**src/rtl/shift_exec_pipe_if.sv**
```systemverilog
// Request/result channel bundle for shift_exec_pipe.
// Both directions use valid/ready: a transfer happens on a rising edge where valid && ready.
interface shift_exec_pipe_if;
  logic        in_valid;
  logic        in_ready;
  logic        in_dir;
  logic [4:0]  in_amt;
  logic [31:0] in_data;
  logic        out_valid;
  logic        out_ready;
  logic [31:0] out_data;
  logic        out_carry;
  logic        out_zero;

  modport master (
    output in_valid, in_dir, in_amt, in_data, out_ready,
    input  in_ready, out_valid, out_data, out_carry, out_zero
  );

  modport slave (
    input  in_valid, in_dir, in_amt, in_data, out_ready,
    output in_ready, out_valid, out_data, out_carry, out_zero
  );
endinterface

```
**src/rtl/shift_exec_pipe.sv**
```systemverilog
// Two-stage 32-bit shifter: stage A holds the operand, stage B holds the registered
// result and flags. SLL / SRA with last-bit-out carry and a zero flag.
module shift_exec_pipe #(
  parameter int CNT_W = 16
) (
  input  logic             clk,
  input  logic             rst_n,
  shift_exec_pipe_if.slave bus,
  output logic [CNT_W-1:0] op_cnt
);

  // Handshake: in/out transfers occur on a rising edge where valid && ready.
  // Valid never depends on ready; in_ready may depend combinationally on out_ready.

  logic        a_valid_q, a_valid_d;
  logic        a_dir_q,   a_dir_d;
  logic [4:0]  a_amt_q,   a_amt_d;
  logic [31:0] a_data_q,  a_data_d;

  logic        b_valid_q, b_valid_d;
  logic [31:0] b_data_q,  b_data_d;
  logic        b_carry_q, b_carry_d;
  logic        b_zero_q,  b_zero_d;

  logic [CNT_W-1:0] op_cnt_q, op_cnt_d;

  logic        advance;
  logic        in_xfer;
  logic        out_xfer;
  logic [31:0] sh_data;
  logic        sh_carry;
  logic [5:0]  l_idx;
  logic [4:0]  r_idx;

  always_comb begin
    advance  = a_valid_q && (!b_valid_q || bus.out_ready);
    in_xfer  = bus.in_valid && (!a_valid_q || advance);
    out_xfer = b_valid_q && bus.out_ready;
  end

  // Shift datapath works straight off stage A; only the result is registered.
  always_comb begin
    l_idx = 6'd32 - {1'b0, a_amt_q};
    r_idx = a_amt_q - 5'd1;
    if (a_dir_q) begin
      sh_data  = 32'($signed(a_data_q) >>> a_amt_q);
      sh_carry = a_data_q[r_idx];
    end else begin
      sh_data  = a_data_q << a_amt_q;
      sh_carry = a_data_q[l_idx[4:0]];
    end
    if (a_amt_q == 5'd0) begin
      sh_carry = 1'b0;
    end
  end

  always_comb begin
    a_valid_d = a_valid_q;
    a_dir_d   = a_dir_q;
    a_amt_d   = a_amt_q;
    a_data_d  = a_data_q;
    if (in_xfer) begin
      a_valid_d = 1'b1;
      a_dir_d   = bus.in_dir;
      a_amt_d   = bus.in_amt;
      a_data_d  = bus.in_data;
    end else if (advance) begin
      a_valid_d = 1'b0;
    end

    b_valid_d = b_valid_q;
    b_data_d  = b_data_q;
    b_carry_d = b_carry_q;
    b_zero_d  = b_zero_q;
    if (advance) begin
      b_valid_d = 1'b1;
      b_data_d  = sh_data;
      b_carry_d = sh_carry;
      b_zero_d  = (sh_data == 32'd0);
    end else if (out_xfer) begin
      b_valid_d = 1'b0;
    end

    op_cnt_d = op_cnt_q;
    if (out_xfer) begin
      op_cnt_d = op_cnt_q + {{(CNT_W-1){1'b0}}, 1'b1};
    end
  end

  always_ff @(posedge clk or negedge rst_n) begin
    if (!rst_n) begin
      a_valid_q <= 1'b0;
      a_dir_q   <= 1'b0;
      a_amt_q   <= 5'd0;
      a_data_q  <= 32'd0;
      b_valid_q <= 1'b0;
      b_data_q  <= 32'd0;
      b_carry_q <= 1'b0;
      b_zero_q  <= 1'b0;
      op_cnt_q  <= '0;
    end else begin
      a_valid_q <= a_valid_d;
      a_dir_q   <= a_dir_d;
      a_amt_q   <= a_amt_d;
      a_data_q  <= a_data_d;
      b_valid_q <= b_valid_d;
      b_data_q  <= b_data_d;
      b_carry_q <= b_carry_d;
      b_zero_q  <= b_zero_d;
      op_cnt_q  <= op_cnt_d;
    end
  end

  assign bus.in_ready  = !a_valid_q || advance;
  assign bus.out_valid = b_valid_q;
  assign bus.out_data  = b_data_q;
  assign bus.out_carry = b_carry_q;
  assign bus.out_zero  = b_zero_q;
  assign op_cnt        = op_cnt_q;

endmodule

```
**src/flat_wrapper.sv**
```systemverilog
// flat-port wrapper written by rule: the top's interface ports become plain ports
module shift_exec_pipe_flat 
#(
  parameter int CNT_W = 16
)
  (clk, rst_n, op_cnt, bus_in_valid, bus_in_dir, bus_in_amt, bus_in_data, bus_out_ready, bus_in_ready, bus_out_valid, bus_out_data, bus_out_carry, bus_out_zero);
  shift_exec_pipe_if bus_i ();
  input  logic clk;
  input  logic rst_n;
  output logic [CNT_W-1:0] op_cnt;
  input wire logic [$bits(bus_i.in_valid)-1:0] bus_in_valid;
  input wire logic [$bits(bus_i.in_dir)-1:0] bus_in_dir;
  input wire logic [$bits(bus_i.in_amt)-1:0] bus_in_amt;
  input wire logic [$bits(bus_i.in_data)-1:0] bus_in_data;
  input wire logic [$bits(bus_i.out_ready)-1:0] bus_out_ready;
  output wire logic [$bits(bus_i.in_ready)-1:0] bus_in_ready;
  output wire logic [$bits(bus_i.out_valid)-1:0] bus_out_valid;
  output wire logic [$bits(bus_i.out_data)-1:0] bus_out_data;
  output wire logic [$bits(bus_i.out_carry)-1:0] bus_out_carry;
  output wire logic [$bits(bus_i.out_zero)-1:0] bus_out_zero;
  assign bus_i.in_valid = bus_in_valid;
  assign bus_i.in_dir = bus_in_dir;
  assign bus_i.in_amt = bus_in_amt;
  assign bus_i.in_data = bus_in_data;
  assign bus_i.out_ready = bus_out_ready;
  assign bus_in_ready = bus_i.in_ready;
  assign bus_out_valid = bus_i.out_valid;
  assign bus_out_data = bus_i.out_data;
  assign bus_out_carry = bus_i.out_carry;
  assign bus_out_zero = bus_i.out_zero;
  shift_exec_pipe #(.CNT_W(CNT_W)) u_core (.clk(clk), .rst_n(rst_n), .bus(bus_i), .op_cnt(op_cnt));
endmodule
```
**config.mk**
```make
export PLATFORM = sky130hd
export DESIGN_NAME = shift_exec_pipe_flat
export DESIGN_NICKNAME = d
export VERILOG_FILES = /design/src/rtl/shift_exec_pipe_if.sv /design/src/rtl/shift_exec_pipe.sv /design/src/flat_wrapper.sv
export SDC_FILE = /design/constraint.sdc
export NUM_CORES = 1
export LEC_CHECK = 0
export CORE_ASPECT_RATIO = 2
export CORE_MARGIN = 3
export CORE_UTILIZATION = 55
export CTS_CLUSTER_SIZE = 10
export DETAILED_ROUTE_END_ITERATION = 12
export GPL_TIMING_DRIVEN = 0
export PLACE_DENSITY = 0.84
export SYNTH_ARGS = -nofsm -noshare
export SYNTH_HDL_FRONTEND = slang
export SYNTH_SLANG_ARGS = --single-unit
```
**constraint.sdc**
```tcl
create_clock -name clk -period 5.9 [get_ports clk]
set_input_delay 0.59 -clock clk [delete_from_list [all_inputs] [get_ports clk]]
set_output_delay 0.59 -clock clk [all_outputs]
set_load 0.02 [all_outputs]
```
After elaboration in Yosys (flattened, before gate mapping)
Index checks and enable logic that the tools add are counted.
{"block": "totals", "ff_bits": 90, "input_bits": 42, "output_inout_bits": 52, "elab_cells": 38}
{"block": "classes", "n_addsub": 3, "n_lt_le_gt_ge": 2, "shifts": 2, "muxes": 11, "n_reduce_logical": 11}
{"op": "$logic_not 32->1", "n": 1}
{"op": "$mux 32", "n": 1}
{"op": "$shl 32x5->32", "n": 1}
{"op": "$sshr 32x5->32", "n": 1}
{"op": "$add 16x1->16 const B", "n": 1}
{"op": "$lt 5x6->1 const B", "n": 2}
{"op": "$bmux 1 s5", "n": 2}
{"op": "$mux 1", "n": 8}
{"op": "$logic_not 5->1", "n": 1}
{"op": "$sub 1x5->5 const A", "n": 1}
{"op": "$sub 5x1->5 const B", "n": 1}
{"op": "$reduce_bool 2->1", "n": 2}
{"op": "$logic_and 1x1->1", "n": 3}
{"op": "$logic_not 1->1", "n": 2}
{"op": "$logic_or 1x1->1", "n": 2}

Depth between registers and ports, before layout
Gate-level depths: netlist of the first run.
{"block": "logic_depth", "depth_word": 6, "ltp_mapped": 15, "ltp_nobuf": 8}

Worst setup path after synthesis of the first run
OpenSTA, ideal clock, no wires.
{"block": "synth_timing", "kind": "reg-to-reg", "start": "register u_core.a_amt_q[1]", "end": "register u_core.b_carry_q, in the netlist u_core.bus.out_carry", "setup_ns": 0.130, "arrival_ns": 3.437, "required_time_ns": 5.770, "setup_slack_ns": 2.334, "path_stages_with_launch": 15, "period_less_slack_ns": 3.566, "path_cell_list": "dfrtp_1 > buf_6 > buf_6 > buf_6 > buf_2 > buf_2 > inv_1 > ha_1 > buf_1 > clkbuf_1 > mux4_2 > mux4_2 > mux2_2 > o21ai_0 > o31ai_1"}
{"block": "synth_between", "elab_chain_cells": 5, "word_cells_on_any_way": 9, "cone_classes": "add/sub (2); mux (6); reduce/logical (1)"}
{"element": "from (decl)", "line": "shift_exec_pipe.sv:17", "source": "logic [4:0] a_amt_q, a_amt_d;"}
{"element": "from (signal assigned)", "line": "shift_exec_pipe.sv:104", "source": "a_amt_q <= a_amt_d;"}
{"element": "$sub 1x5->5 / $sub 5x1->5 (equally long branches)", "line": "shift_exec_pipe.sv:43, shift_exec_pipe.sv:44"}
{"element": "$bmux 1 s5 (on tied branches)", "line": "shift_exec_pipe.sv:50, shift_exec_pipe.sv:47"}
{"element": "$mux 1 (on tied branches)", "line": "shift_exec_pipe.sv:50, shift_exec_pipe.sv:47"}
{"element": "$mux 1", "line": "shift_exec_pipe.sv:45", "source": "if (a_dir_q) begin"}
{"element": "$mux 1 *", "line": "shift_exec_pipe.sv:52", "source": "if (a_amt_q == 5'd0) begin"}
{"element": "to (signal assigned)", "line": "shift_exec_pipe.sv:108", "source": "b_carry_q <= b_carry_d;"}
{"element": "to (decl)", "line": "shift_exec_pipe.sv:22", "source": "logic b_carry_q, b_carry_d;"}
Every way passes the cells marked *; elsewhere a longest branch is shown, timed or not. The select of a mux whose other input is x is not followed.
A chain may end at the register's enable or synchronous reset.

Worst setup path in the final report of the first run
{"block": "layout_timing", "start": "register u_core.a_amt_q[0]", "end": "register u_core.b_carry_q, in the netlist u_core.bus.out_carry"}
Same word-level chain as after synthesis.

==> results.cfg, run 1 <==
[die]
die_x_microns = 92.0
start_util_pct = 56.3
core_sq_mm = 0.0144
io_pins = 94
rows = 62
fp.dieH_microns = 178
die_area_sq_mm = 0.0164

[sta]
hold_viol = 0
finalMaxSlewViolations = 0
finalWorstSetupSlack_ns = 0.915
fin_tns_setup_ns = 0
max_freq_mhz = 201
tightest_slew_ns = 1.10
fin_crit_ns = 4.98
fin_skew_ns = 0.00710
setup_violations = 0
rsz0062_at_grt = false
relSlewSlack_pct = 26.1
period_share_pct = 84.5

[finish]
nFillCells = 1158
multiInputGateArea_sq_mm = 0.00541
area.growth.synth_to_final_pct = 18.1
final_layout_size_suffix_gt1_share_pct = 24.1
diodes = 0
ff_latch_area_sq_mm = 0.00225
layout.nets = 915

[setup_path]
reg2reg_from = u_core.a_amt_q[0]
reg2reg_slack_ns = 0.92
setup.worst_path.end_class = flip-flop
path_max_fanout = 10
crit_type = flip-flop to flip-flop
cp.required_ns = 6.14
crit_start = u_core.a_amt_q[0]
worst_setup_path_start_kind = flip-flop
reg2reg_depth = 13
crit_path_end = u_core.bus.out_carry
arrival_ns = 5.22
reg2reg_to = u_core.bus.out_carry

[drt]
firstDrtPassIters = 8
routed_wl_microns = 36700
post_drt_via_cell_ratio = 7.32
vias = 7807
antenna_left = 0
drcViolationCount = 0
drt_iter0_drc = 876
wl_per_cell_microns = 34.4

[logic_synthesis]
yosys-top-cells-area = dfrtp_1 28%, mux4_2 19%, mux2_2 11%
synth-edff-count = 0
yosysWarnings = 0
synthArstFlopShare_pct = 100
yosysMostFrequentCell = dfrtp_1
synth.distinct_cells = 73
ys_seq_area_share_pct = 27.7
synthTopCellsByCount = 90 x dfrtp_1, 89 x nand2_1, 80 x mux2_2
synthCells = 765
netlist.area_leader.share_pct = 27.7
yosys_register_bits = 90
synth.avg_cell_area_sq_um = 10.6
synth.largest_area_cell = dfrtp_1
syn_nets = 810
synth_area_sq_mm = 0.00813
ys_dominant_reg_cell = dfrtp_1

[place]
routabilityCongestion = 1.12
post-place-ws_ns = 1.08
portBuffers = 93
dpl.hpwl_microns = 28100

[clock_network]
hold_buffers = 0
clockRootBuffer = clkbuf_16
cts.sinks = 90
post_cts_buffers = 0
cts_buffer_depth = 2
cts_tree = done
cts_resized = 0
htreeDepth = 3
clk_pin_slew_worst_paths_ns = 0.07
clock_latency_ns = 0.37
cts_made_buffers = 9

[job]
maxCapViolations = 0

[global_route]
grt_start_max_net_pins = 58
grt_use_met1_pct = 44.8
met2_usage_pct = 75.6
grt_pass1_wl_microns = 53600
grt_pass1_vias = 8241
overflow = 0
antenna_found_initial = 1
gr-max-usage-layer = met2
grt_util_met3_pct = 12.9
grt_usage_pct = 46.1

[power_and_ir_drop]
peakVddDrop_uv = 280
p_leak_nw = 3.76
p_per_area_mw_per_mm2 = 384

[outcome]
outcome = complete, no violations

[min_path]
hold_path.class = input pin to asynchronous set/reset pin
-- cells by family after synthesis --
kind of cell,Yosys count,share of synthesized area [%]
AO/OA/AOI/OAI,136,11.6
XOR/XNOR,17,1.83
adder cells (fa/ha/maj),3,0.462
buffers and inverters,100,5.79
flip-flops,90,27.7
multiplexers,208,40.5
AND/OR/NAND/NOR,211,12.1
-- per-layer routing --
metal  wire, microns  vias to the layer above
li1                -                     3137
met1           10600                     3710
met2           17800                      678
met3            3580                      278
met4            4680                        4
met5              58                        -
-- area by class of cell --
cell class / count / share of cell area (%)
Sequential cell: 90 / 23.5
Inverter: 5 / 0.195
Multi-Input combinational cell: 575 / 56.3
Timing Repair Buffer: 94 / 9.95
Clock buffer: 10 / 2.38
Buffer: 95 / 4.70
Clock inverter: 6 / 0.508
Tap cell: 192 / 2.50
-- state kept, by name (all words and copies together) (netlist names) --
name,count
u_core.a_valid_q,1
u_core.op_cnt,16
u_core.bus.out_data,32
u_core.bus.out_zero,1
u_core.a_dir_q,1
u_core.bus.out_carry,1
u_core.a_data_q,32
u_core.a_amt_q,5
u_core.bus.out_valid,1
-- worst min-delay path by stage --
stage	startpoint	cells after the start	end	slack [ns]
after floorplan	rst_n	0	u_core.a_amt_q[0]	0.29
after CTS	rst_n	1	u_core.bus.out_valid	0.18
final	rst_n	1	u_core.bus.out_valid	0.16
after global placement	u_core.bus.out_data[1]	2	u_core.bus.out_data[1]	0.46
after global routing	rst_n	1	u_core.bus.out_valid	0.20
after detailed placement	u_core.bus.out_data[14]	2	u_core.bus.out_data[14]	0.46
-- critical path: stages, from the launching register on --
cell and delay (ns):
dfrtp_1 0.37, buf_2 0.21, buf_4 0.24, inv_2 0.23, buf_2 0.32, buf_1 0.54, ha_1 0.24, buf_1 0.43
clkbuf_1 0.55, mux4_2 0.41, mux4_2 0.51, mux2_2 0.29, o21ai_0 0.37, o31ai_1 0.11
-- per-stage QoR --
stage | power [W] | cells | cell area, sq um | util (%) | hold slack (ns)
global placement | 0.00299 | 1050 | 9300 | 64.5 | 0.458
detailed placement | 0.00302 | 1051 | 9330 | 64.6 | 0.461
global route | 0.00379 | 1067 | 9600 | 66.6 | 0.199
finish | 0.00369 | 1067 | 9600 | 66.6 | 0.161
floorplan | 0.00219 | 765 | 8130 | - | 0.294
CTS | 0.00357 | 1067 | 9600 | 66.6 | 0.182
-- cell usage in the layout (no fill, tap or decap), drive strengths merged, types with 12 or more instances in the layout --
master / count
mux4: 84
buf: 37
dfrtp: 90
clkdlybuf4s50: 92
nand3: 16
mux2i: 44
clkbuf: 70
nand2b: 13
mux2: 80
o21ai: 40
xnor2: 12
nand2: 89
nor2: 44
-- report_power, final --
part	leakage [nW]	internal (W)	switching [W]	total, W
Sequential	1.10	0.000767	0.000122	0.000889
Combinational	2.52	0.000935	0.00131	0.00224
Clock	0.138	0.000291	0.000272	0.000563
No activity file was read; power rests on OpenSTA's default activity.
==> run 2: changes to the inputs <==
clock period = 4.98 ns   (was 5.9 ns; I/O delays follow)
==> results of run 2 <==
Same layout as run 1 (identical final DEF). Status: finished with violations: setup timing.
Among the figures that moved: setup slack after placement 1.08 ns -> 0.159 ns; setup slack after layout 0.915 ns -> -0.00483 ns; setup TNS 0 ns -> -0.00483 ns; hold slack 0.161 ns -> 0.0695 ns; number of setup violations in the final report 0 -> 1; register-to-register setup slack 0.92 ns -> -0.005 ns; total power 0.00369 W -> 0.00437 W; worst IR drop on VDD 280 uV -> 332 uV
